<file path="config.mk">
export PLATFORM = sky130hd
export DESIGN_NAME = mc_control
export DESIGN_NICKNAME = d
export VERILOG_FILES = /design/src/rtl/mc_pkg.sv /design/src/rtl/mc_alu_decode.sv /design/src/rtl/mc_control.sv
export SDC_FILE = /design/constraint.sdc
export NUM_CORES = 1
export LEC_CHECK = 0
export CAP_MARGIN = 20
export CORE_ASPECT_RATIO = 2
export CORE_MARGIN = 2
export CORE_UTILIZATION = 49
export DETAILED_ROUTE_END_ITERATION = 10
export PLACE_DENSITY = 0.84
export SLEW_MARGIN = 20
export SYNTH_ARGS = -nofsm -noshare
export SYNTH_HDL_FRONTEND = slang
export SYNTH_SLANG_ARGS = --single-unit
export TNS_END_PERCENT = 10
</file>
<file path="constraint.sdc">
create_clock -name clk -period 3.3 [get_ports clk]
set_input_delay 0.33 -clock clk [delete_from_list [all_inputs] [get_ports clk]]
set_output_delay 0.33 -clock clk [all_outputs]
set_load 0.01 [all_outputs]
</file>
<file path="src/rtl/mc_pkg.sv">
// Shared encodings for the multi-cycle MIPS controller:
// states, opcodes, funct codes and datapath mux selects.
package mc_pkg;

    typedef enum logic [3:0] {
        S_INIT   = 4'd0,
        S_FETCH  = 4'd1,
        S_DECODE = 4'd2,
        S_MEMADR = 4'd3,
        S_MEMRD  = 4'd4,
        S_MEMWB  = 4'd5,
        S_MEMWR  = 4'd6,
        S_EXEC   = 4'd7,
        S_ALUWB  = 4'd8,
        S_BRANCH = 4'd9,
        S_ADDIEX = 4'd10,
        S_ADDIWB = 4'd11,
        S_JUMP   = 4'd12,
        S_TRAP   = 4'd15
    } state_e;

    localparam logic [5:0] OP_RTYPE = 6'h00;
    localparam logic [5:0] OP_LW    = 6'h23;
    localparam logic [5:0] OP_SW    = 6'h2B;
    localparam logic [5:0] OP_BEQ   = 6'h04;
    localparam logic [5:0] OP_ADDI  = 6'h08;
    localparam logic [5:0] OP_J     = 6'h02;

    localparam logic [5:0] FN_ADD = 6'h20;
    localparam logic [5:0] FN_SUB = 6'h22;
    localparam logic [5:0] FN_AND = 6'h24;
    localparam logic [5:0] FN_OR  = 6'h25;
    localparam logic [5:0] FN_SLT = 6'h2A;

    localparam logic [2:0] ALUC_AND = 3'b000;
    localparam logic [2:0] ALUC_OR  = 3'b001;
    localparam logic [2:0] ALUC_ADD = 3'b010;
    localparam logic [2:0] ALUC_SUB = 3'b110;
    localparam logic [2:0] ALUC_SLT = 3'b111;

    localparam logic [1:0] PCSRC_ALU    = 2'b00;
    localparam logic [1:0] PCSRC_ALUOUT = 2'b01;
    localparam logic [1:0] PCSRC_JUMP   = 2'b10;

    localparam logic [1:0] ALUSRCB_REG   = 2'b00;
    localparam logic [1:0] ALUSRCB_FOUR  = 2'b01;
    localparam logic [1:0] ALUSRCB_IMM   = 2'b10;
    localparam logic [1:0] ALUSRCB_IMMSH = 2'b11;

endpackage

</file>
<file path="src/rtl/mc_alu_decode.sv">
// R-type funct decoder: maps funct to ALU control and flags
// encodings the datapath cannot execute.
module mc_alu_decode
    import mc_pkg::*;
(
    input  logic [5:0] funct,
    output logic [2:0] aluc,
    output logic       valid
);

    // Only the five supported R-type functions are legal.
    always_comb begin
        aluc  = ALUC_ADD;
        valid = 1'b1;
        unique case (1'b1)
            (funct == FN_ADD): aluc = ALUC_ADD;
            (funct == FN_SUB): aluc = ALUC_SUB;
            (funct == FN_AND): aluc = ALUC_AND;
            (funct == FN_OR):  aluc = ALUC_OR;
            (funct == FN_SLT): aluc = ALUC_SLT;
            default:           valid = 1'b0;
        endcase
    end

endmodule

</file>
<file path="src/rtl/mc_control.sv">
// Multi-cycle sequencing controller: state machine, datapath
// control decode and retired-instruction counter.
module mc_control
    import mc_pkg::*;
#(
    parameter int CNT_W = 32
) (
    input  logic             clk,
    input  logic             rst_n,
    input  logic [5:0]       opcode,
    input  logic [5:0]       funct,
    input  logic             mem_ready,
    output logic             iord,
    output logic             mem_read,
    output logic             mem_write,
    output logic             ir_write,
    output logic             pc_write,
    output logic             pc_write_cond,
    output logic [1:0]       pc_src,
    output logic             alu_src_a,
    output logic [1:0]       alu_src_b,
    output logic [2:0]       aluc,
    output logic             reg_dst,
    output logic             mem_to_reg,
    output logic             reg_write,
    output logic             retire,
    output logic             illegal,
    output logic [CNT_W-1:0] retire_count,
    output logic [3:0]       state
);

    state_e           state_q, state_d;
    logic             is_lw_q, is_lw_d;
    logic [CNT_W-1:0] cnt_q, cnt_d;
    logic [2:0]       dec_aluc;
    logic             dec_valid;

    mc_alu_decode u_alu_decode (
        .funct (funct),
        .aluc  (dec_aluc),
        .valid (dec_valid)
    );

    // State, load/store flavour and retire counter registers.
    always_ff @(posedge clk or negedge rst_n) begin
        if (!rst_n) begin
            state_q <= S_INIT;
            is_lw_q <= 1'b0;
            cnt_q   <= '0;
        end else begin
            state_q <= state_d;
            is_lw_q <= is_lw_d;
            cnt_q   <= cnt_d;
        end
    end

    // Remember lw vs sw at decode; opcode is not valid later.
    always_comb begin
        is_lw_d = is_lw_q;
        if (state_q == S_DECODE) begin
            is_lw_d = (opcode == OP_LW);
        end
    end

    // Retired-instruction counter, wraps naturally.
    always_comb begin
        cnt_d = cnt_q;
        if (retire) begin
            cnt_d = cnt_q + CNT_W'(1);
        end
    end

    // Next-state sequencing.
    always_comb begin
        state_d = state_q;
        unique case (state_q)
            S_INIT:   state_d = S_FETCH;
            S_FETCH:  state_d = mem_ready ? S_DECODE : S_FETCH;
            S_DECODE: begin
                unique case (1'b1)
                    (opcode == OP_LW),
                    (opcode == OP_SW):   state_d = S_MEMADR;
                    (opcode == OP_RTYPE): begin
                        state_d = dec_valid ? S_EXEC : S_TRAP;
                    end
                    (opcode == OP_BEQ):  state_d = S_BRANCH;
                    (opcode == OP_ADDI): state_d = S_ADDIEX;
                    (opcode == OP_J):    state_d = S_JUMP;
                    default:             state_d = S_TRAP;
                endcase
            end
            S_MEMADR: state_d = is_lw_q ? S_MEMRD : S_MEMWR;
            S_MEMRD:  state_d = mem_ready ? S_MEMWB : S_MEMRD;
            S_MEMWB:  state_d = S_FETCH;
            S_MEMWR:  state_d = mem_ready ? S_FETCH : S_MEMWR;
            S_EXEC:   state_d = S_ALUWB;
            S_ALUWB:  state_d = S_FETCH;
            S_BRANCH: state_d = S_FETCH;
            S_ADDIEX: state_d = S_ADDIWB;
            S_ADDIWB: state_d = S_FETCH;
            S_JUMP:   state_d = S_FETCH;
            S_TRAP:   state_d = S_TRAP;
            default:  state_d = S_TRAP;
        endcase
    end

    // Datapath control decode; mostly Moore, a few Mealy terms.
    always_comb begin
        iord          = 1'b0;
        mem_read      = 1'b0;
        mem_write     = 1'b0;
        ir_write      = 1'b0;
        pc_write      = 1'b0;
        pc_write_cond = 1'b0;
        pc_src        = PCSRC_ALU;
        alu_src_a     = 1'b0;
        alu_src_b     = ALUSRCB_REG;
        aluc          = ALUC_AND;
        reg_dst       = 1'b0;
        mem_to_reg    = 1'b0;
        reg_write     = 1'b0;
        retire        = 1'b0;
        illegal       = 1'b0;
        unique case (state_q)
            S_FETCH: begin
                mem_read  = 1'b1;
                alu_src_b = ALUSRCB_FOUR;
                aluc      = ALUC_ADD;
                ir_write  = mem_ready;
                pc_write  = mem_ready;
            end
            S_DECODE: begin
                alu_src_b = ALUSRCB_IMMSH;
                aluc      = ALUC_ADD;
            end
            S_MEMADR, S_ADDIEX: begin
                alu_src_a = 1'b1;
                alu_src_b = ALUSRCB_IMM;
                aluc      = ALUC_ADD;
            end
            S_MEMRD: begin
                iord     = 1'b1;
                mem_read = 1'b1;
            end
            S_MEMWB: begin
                mem_to_reg = 1'b1;
                reg_write  = 1'b1;
                retire     = 1'b1;
            end
            S_MEMWR: begin
                iord      = 1'b1;
                mem_write = 1'b1;
                retire    = mem_ready;
            end
            S_EXEC: begin
                alu_src_a = 1'b1;
                alu_src_b = ALUSRCB_REG;
                aluc      = dec_aluc;
            end
            S_ALUWB: begin
                reg_dst   = 1'b1;
                reg_write = 1'b1;
                retire    = 1'b1;
            end
            S_ADDIWB: begin
                reg_write = 1'b1;
                retire    = 1'b1;
            end
            S_BRANCH: begin
                alu_src_a     = 1'b1;
                aluc          = ALUC_SUB;
                pc_write_cond = 1'b1;
                pc_src        = PCSRC_ALUOUT;
                retire        = 1'b1;
            end
            S_JUMP: begin
                pc_write = 1'b1;
                pc_src   = PCSRC_JUMP;
                retire   = 1'b1;
            end
            S_TRAP:  illegal = 1'b1;
            default: ;
        endcase
    end

    assign retire_count = cnt_q;
    assign state        = state_q;

endmodule

</file>
==> results.sh, run 1 <==
export IMPL_clock_sinks=37
export IMPL_syn_avg_cell_area_um2=9.42
export IMPL_nFillCells=346
export IMPL_path_clk_slew_ns=0.07
export IMPL_drtAntennaViolNets=0
export IMPL_synth_top_area_frac=0.437
export IMPL_p_per_area_nw_per_um2=642
export IMPL_netlist_instances=225
export IMPL_synth_warnings=0
export IMPL_ys_seq_area_frac=0.437
export IMPL_core_area_um2=4130
export IMPL_synth_net_count=241
export IMPL_antenna_cells=0
export IMPL_clock_root_buffer="clkbuf_8"
export IMPL_internal_power_w=0.00120
export IMPL_utilization=0.713
export IMPL_fin_crit_ns=2.89
export IMPL_setup_violations=0
export IMPL_wire_per_inst_um=15.0
export IMPL_peakVddDrop_mv=0.447
export IMPL_crit_slowest_cell="dfrtp_1"
export IMPL_post_route_period_util=0.875
export IMPL_cts_buffer_depth=2
export IMPL_hold_buffers=0
export IMPL_avgViaCountPerCell=5.66
export IMPL_cp_max_fo=18
export IMPL_share_comb_of_total_power=0.432
export IMPL_slowest_delay_ns=0.69
export IMPL_areaGrowthSynthToFinish_pct=38.9
export IMPL_antenna_found_initial=0
export IMPL_max_slew_margin=0.474
export IMPL_grt_pass1_wl_um=8710
export IMPL_synth_edff_count=0
export IMPL_grt_max_degree=38
export IMPL_rows=33
export IMPL_crit_type="reg2out"
export IMPL_dieArea_um2=4900
export IMPL_drt_iter0_markers=41
export IMPL_start_kind="register"
export IMPL_yosysTopAreaCell="dfrtp_1"
export IMPL_postCtsSetupBuffers=0
export IMPL_worstSkewPairLatency_ns=0.28
export IMPL_htree_levels=2
export IMPL_synth_most_common_cell="dfrtp_1"
export IMPL_place_area_um2=2820
export IMPL_timing_fmax_ghz=0.346
export IMPL_async_flop_share=1.00
export IMPL_drc=0
export IMPL_path_cells="inv_1, a221oi_1, nor2_1, clkdlybuf4s50_1"
export IMPL_fp_dieW_um=50.5
export IMPL_drive_gt1_frac=0.0680
export IMPL_setup_slack_ns=0.413
export IMPL_required_ns=2.97
export IMPL_grt_pass1_vias=1979
export IMPL_p_sw_w=0.000694
export IMPL_finalSetupTns_ns=0
export IMPL_switching_share=0.367
export IMPL_clock_power_share=0.212
export IMPL_hold_path_class="in2async"
export IMPL_post_place_ws_ns=0.655
export IMPL_io_pins=70
export IMPL_cp_arrival_ns=2.56
export IMPL_cts_tree="done"
export IMPL_tightest_slew_ns=0.789
export IMPL_run_status="complete, no violations"
export IMPL_die_y_um=97.0
export IMPL_cts_resized_gates=0
export IMPL_start_util=0.513
export IMPL_maxCapViolCount=0
export IMPL_nets=309
export IMPL_globalRouteOverflowTotal=0
export IMPL_wirelength_um=5190
export IMPL_p_total_w=0.00189
export IMPL_drv_slew=0
export IMPL_dp_hpwl_um=4090
export IMPL_grt_total_usage=0.227
export IMPL_p_leak_nw=1.25
export IMPL_drt_pass1_iter_count=7
export IMPL_seqPwrFrac=0.356
export IMPL_vias=1960
export IMPL_cts_buffers=5
export IMPL_synth_seq_cells=37
export IMPL_synth_common_cells="dfrtp_1, nand2_1, xnor2_1"
export IMPL_finClkSkew_ns=0.00529
export IMPL_hold_violations=0
export IMPL_synth_flop_cell="dfrtp_1"
export IMPL_gp_congestion=0.791
export IMPL_synth_cell_types=47
export IMPL_rsz0062_at_grt="false"
export IMPL_synthTopCellsByArea="dfrtp_1, xnor2_1, xor2_1"
export IMPL_synth_area_um2=2120
export IMPL_endpoint_kind="output port"
export IMPL_port_buffers=69
export IMPL_fin_area_um2=2940
-- cell families after synthesis --
logic type,count (synthesis),share of synthesized area
buffers and inverters,14,0.0342
DFF,37,0.437
adders and majority gates,1,0.00590
AOI/OAI and AO/OA,25,0.0773
xor gates and xnor gates,34,0.144
muxes,3,0.0159
and+or+nand+nor,111,0.286
-- worst max-delay path: cells and delay by family, from the launching register on --
| kind | cells | cell delay (ns) |
|---|---|---|
| AO/OA/AOI/OAI | 1 | 0.61 |
| buffers and inverters | 2 | 0.73 |
| flip-flops | 1 | 0.69 |
| AND/OR/NAND/NOR | 1 | 0.23 |
-- registers in the layout, summed over array words and instances (netlist names) --
signal	flops
is_lw_q	1
state	4
retire_count	32
-- worst paths after layout --
check | start | endpoint | slack [ns] | cells after the start
max | state[1]$_DFF_PN0_ | retire | 0.41 | 4
min | rst_n | retire_count[26]$_DFFE_PN0P_ | 0.13 | 1
max reg2reg | state[3]$_DFF_PN0_ | retire_count[31]$_DFFE_PN0P_ | 0.82 | 5
min reg2reg | retire_count[20]$_DFFE_PN0P_ | retire_count[20]$_DFFE_PN0P_ | 0.48 | 1
max in group asynchronous | rst_n | retire_count[8]$_DFFE_PN0P_ | 2.67 | 1
min in group clk | retire_count[20]$_DFFE_PN0P_ | retire_count[20]$_DFFE_PN0P_ | 0.48 | 1
-- power by group through the flow --
| stage | Clock (W) | Sequential, W | Combinational, W |
|---|---|---|---|
| final | 0.000400 | 0.000673 | 0.000816 |
| after global routing | 0.000429 | 0.000697 | 0.000891 |
| after CTS | 0.000407 | 0.000674 | 0.000822 |
| after detailed placement | 0 | 0.000682 | 0.000817 |
| after global placement | 0 | 0.000683 | 0.000807 |
| after floorplan | 0 | 0.000616 | 0.000486 |
-- layout by cell type, fill, tap and decap left out, types with 6 or more instances in the layout --
cell and instances:
o21ai_0 6, dfrtp_1 37, clkbuf_8 6, nor2_1 16
xnor2_1 19, and3_1 8, nand3_1 12, nand2_1 24
nor3_1 16, clkdlybuf4s50_1 68, xor2_1 14, nand4_1 7
-- area by class of cell --
| type | count | area, um2 | area share |
|---|---|---|---|
| sequential | 37 | 926 | 0.314 |
| tap | 52 | 65.1 | 0.0221 |
| clock buffer | 6 | 82.6 | 0.0280 |
| multi-input combinational | 174 | 1120 | 0.381 |
| clock inverter | 2 | 37.5 | 0.0127 |
| timing repair buffer | 70 | 693 | 0.235 |
| inverter | 5 | 18.8 | 0.00637 |
-- per-stage QoR --
| stage | hold slack [ns] | cells |
|---|---|---|
| 2_1_floorplan | 0.0344 | 225 |
| 3_3_place_gp | 0.464 | 338 |
| 3_5_place_dp | 0.463 | 338 |
| 4_1_cts | 0.154 | 346 |
| 5_1_grt | 0.185 | 346 |
| 6_report | 0.125 | 346 |
-- routing by layer --
layer	global-route usage	wire (um)
met1	0.215	1780
met2	0.436	3000
met3	0.0448	232
met4	0.106	176
met5	0	0
Power figures use the tool's default switching activity.
==> inputs of run 2 (changes only) <==
--- a/config.mk
+++ b/config.mk
@@ -11,6 +11,7 @@
 export CORE_UTILIZATION = 49
 export DETAILED_ROUTE_END_ITERATION = 10
 export PLACE_DENSITY = 0.84
+export REMOVE_ABC_BUFFERS = 1
 export SLEW_MARGIN = 20
 export SYNTH_ARGS = -nofsm -noshare
 export SYNTH_HDL_FRONTEND = slang
==> run 2 against run 1 <==
  * First-iteration DRC count fell by 7.3%
  * Worst hold slack worse by 0.0057 ns
  * Count of clock-buffer cells in the layout up 1
  * Critical endpoint unchanged
  * Total power grew 0.85%
==> results.sh, run 2 (synthesized netlist as in run 1, its figures left out) <==
export IMPL_run_status="complete, no violations"
export IMPL_cp_max_fo=21
export IMPL_start_util=0.513
export IMPL_largest_reg_flops=32
export IMPL_endpoint_kind="output port"
export IMPL_critPathTopFamily="flip-flops"
export IMPL_rows=33
export IMPL_nFillCells=342
export IMPL_seq_area_um2=926
export IMPL_cts_resized_gates=0
export IMPL_hold_buffers=0
export IMPL_dp_cells=340
export IMPL_grt_pass1_wl_um=8730
export IMPL_grt_max_degree=38
export IMPL_final_common_cell="clkdlybuf4s50_1"
export IMPL_nets=311
export IMPL_globalRouteOverflowTotal=0
export IMPL_cp_arrival_ns=2.49
export IMPL_port_buffers=69
export IMPL_cts_buffer_depth=2
export IMPL_finalSetupTns_ns=0
export IMPL_maxCapViolCount=0
export IMPL_use_met1=0.242
export IMPL_r2r_slack_ns=0.79
export IMPL_fp_dieW_um=50.5
export IMPL_finClkSkew_ns=0.00324
export IMPL_path_clk_slew_ns=0.07
export IMPL_worstSkewPairLatency_ns=0.29
export IMPL_postCtsSetupBuffers=0
export IMPL_antenna_cells=0
export IMPL_max_slew_margin=0.471
export IMPL_p_leak_nw=1.26
export IMPL_r2r_end="retire_count[31]$_DFFE_PN0P_"
export IMPL_htree_levels=2
export IMPL_tightest_slew_ns=0.793
export IMPL_wire_per_inst_um=15.0
export IMPL_drc=0
export IMPL_avgViaCountPerCell=5.64
export IMPL_hold_violations=0
export IMPL_gr_usage_met2=0.419
export IMPL_drt_pass1_iter_count=4
export IMPL_fin_crit_ns=2.82
export IMPL_die_y_um=97.0
export IMPL_cts_buffers=5
export IMPL_antenna_found_initial=0
export IMPL_r2r_start="state[3]$_DFF_PN0_"
export IMPL_drtAntennaViolNets=0
export IMPL_grt_busiest_layer="met2"
export IMPL_p_per_area_nw_per_um2=645
export IMPL_fin_cells=348
export IMPL_dp_hpwl_um=3990
export IMPL_setup_violations=0
export IMPL_timing_fmax_ghz=0.354
export IMPL_io_pins=70
export IMPL_multi_input_area_um2=1120
export IMPL_core_area_um2=4130
export IMPL_wirelength_um=5200
export IMPL_vias=1963
export IMPL_drv_slew=0
export IMPL_cts_tree="done"
export IMPL_crit_type="reg2out"
export IMPL_gp_congestion=0.781
export IMPL_layout_common_cells="clkdlybuf4s50_1, dfrtp_1, nand2_1"
export IMPL_slowest_delay_ns=0.75
export IMPL_start_kind="register"
export IMPL_clock_root_buffer="clkbuf_8"
export IMPL_areaGrowthSynthToFinish_pct=39.4
export IMPL_peakVddDrop_mv=0.493
export IMPL_clock_sinks=37
export IMPL_grt_total_usage=0.231
export IMPL_dieArea_um2=4900
export IMPL_drive_gt1_frac=0.0709
export IMPL_grt_pass1_vias=1894
export IMPL_rsz0062_at_grt="false"
export IMPL_crit_slowest_cell="dfrtp_1"
export IMPL_hold_path_class="in2async"
export IMPL_required_ns=2.97
export IMPL_post_route_period_util=0.855
export IMPL_grt_util_met3=0.0401
export IMPL_drt_iter0_markers=38
export IMPL_reg2reg_depth=5
export IMPL_path_cells="nor2b_1, a221oi_1, nor2_1, clkdlybuf4s50_1"
export IMPL_critPathBufInv=1
export IMPL_critical_path_cell_count=4
run 2: changes by cell type in the layout (fill, tap and decap cells not counted), sizes merged:
| cell | previous run | this run |
|---|---|---|
| buf | 2 | 4 |
| clkinvlp | 1 | 0 |
| clkbuf | 6 | 7 |
run 2: worst register-to-register path: cells and delay by family (launching register included):
| kind | cells | cell delay (ns) |
|---|---|---|
| xor gates and xnor gates | 1 | 0.14 |
| DFF | 1 | 0.75 |
| and+or+nand+nor | 4 | 1.50 |
run 2: area by class of cell:
class                   instances  area share
multi-input cells             174       0.379
inverters                       5     0.00635
clock inverters                 1      0.0102
repair buffers                 72       0.240
well taps                      52      0.0220
flip-flops and latches         37       0.313
clock buffers                   7      0.0292
run 2: power breakdown:
group          internal, W  leakage (nW)  switching [W]
Sequential        0.000516         0.489       0.000130
Clock             0.000246        0.0585       0.000157
Combinational     0.000449         0.716       0.000407
Total              0.00121          1.26       0.000694
run 2: per-stage QoR:
stage | hold WS, ns | util | area, um2 | worst slack, ns | total power [W]
6_report | 0.119 | 0.716 | 2960 | 0.477 | 0.00191
5_1_grt | 0.194 | 0.716 | 2960 | 0.251 | 0.00203
4_1_cts | 0.149 | 0.716 | 2960 | 0.478 | 0.00192
3_5_place_dp | 0.461 | 0.688 | 2840 | 0.688 | 0.00151
3_3_place_gp | 0.466 | 0.688 | 2840 | 0.721 | 0.00150
2_1_floorplan | 0.0344 | - | 2070 | 0.973 | 0.00106
run 2: per-layer routing:
layer | share of wire | vias up
met5 | 0 | -
met4 | 0.032 | 0
met3 | 0.053 | 13
met2 | 0.56 | 79
met1 | 0.35 | 932
li1 | - | 939
run 2: how the worst max path moves through the flow:
stage	from	endpoint	slack, ns
after CTS	state[3]$_DFF_PN0_	retire	0.48
final	state[3]$_DFF_PN0_	retire	0.48
after floorplan	state[2]$_DFF_PN0_	retire_count[31]$_DFFE_PN0P_	0.97
after global placement	mem_ready	retire	0.72
after detailed placement	mem_ready	retire	0.69
after global routing	state[3]$_DFF_PN0_	retire	0.25
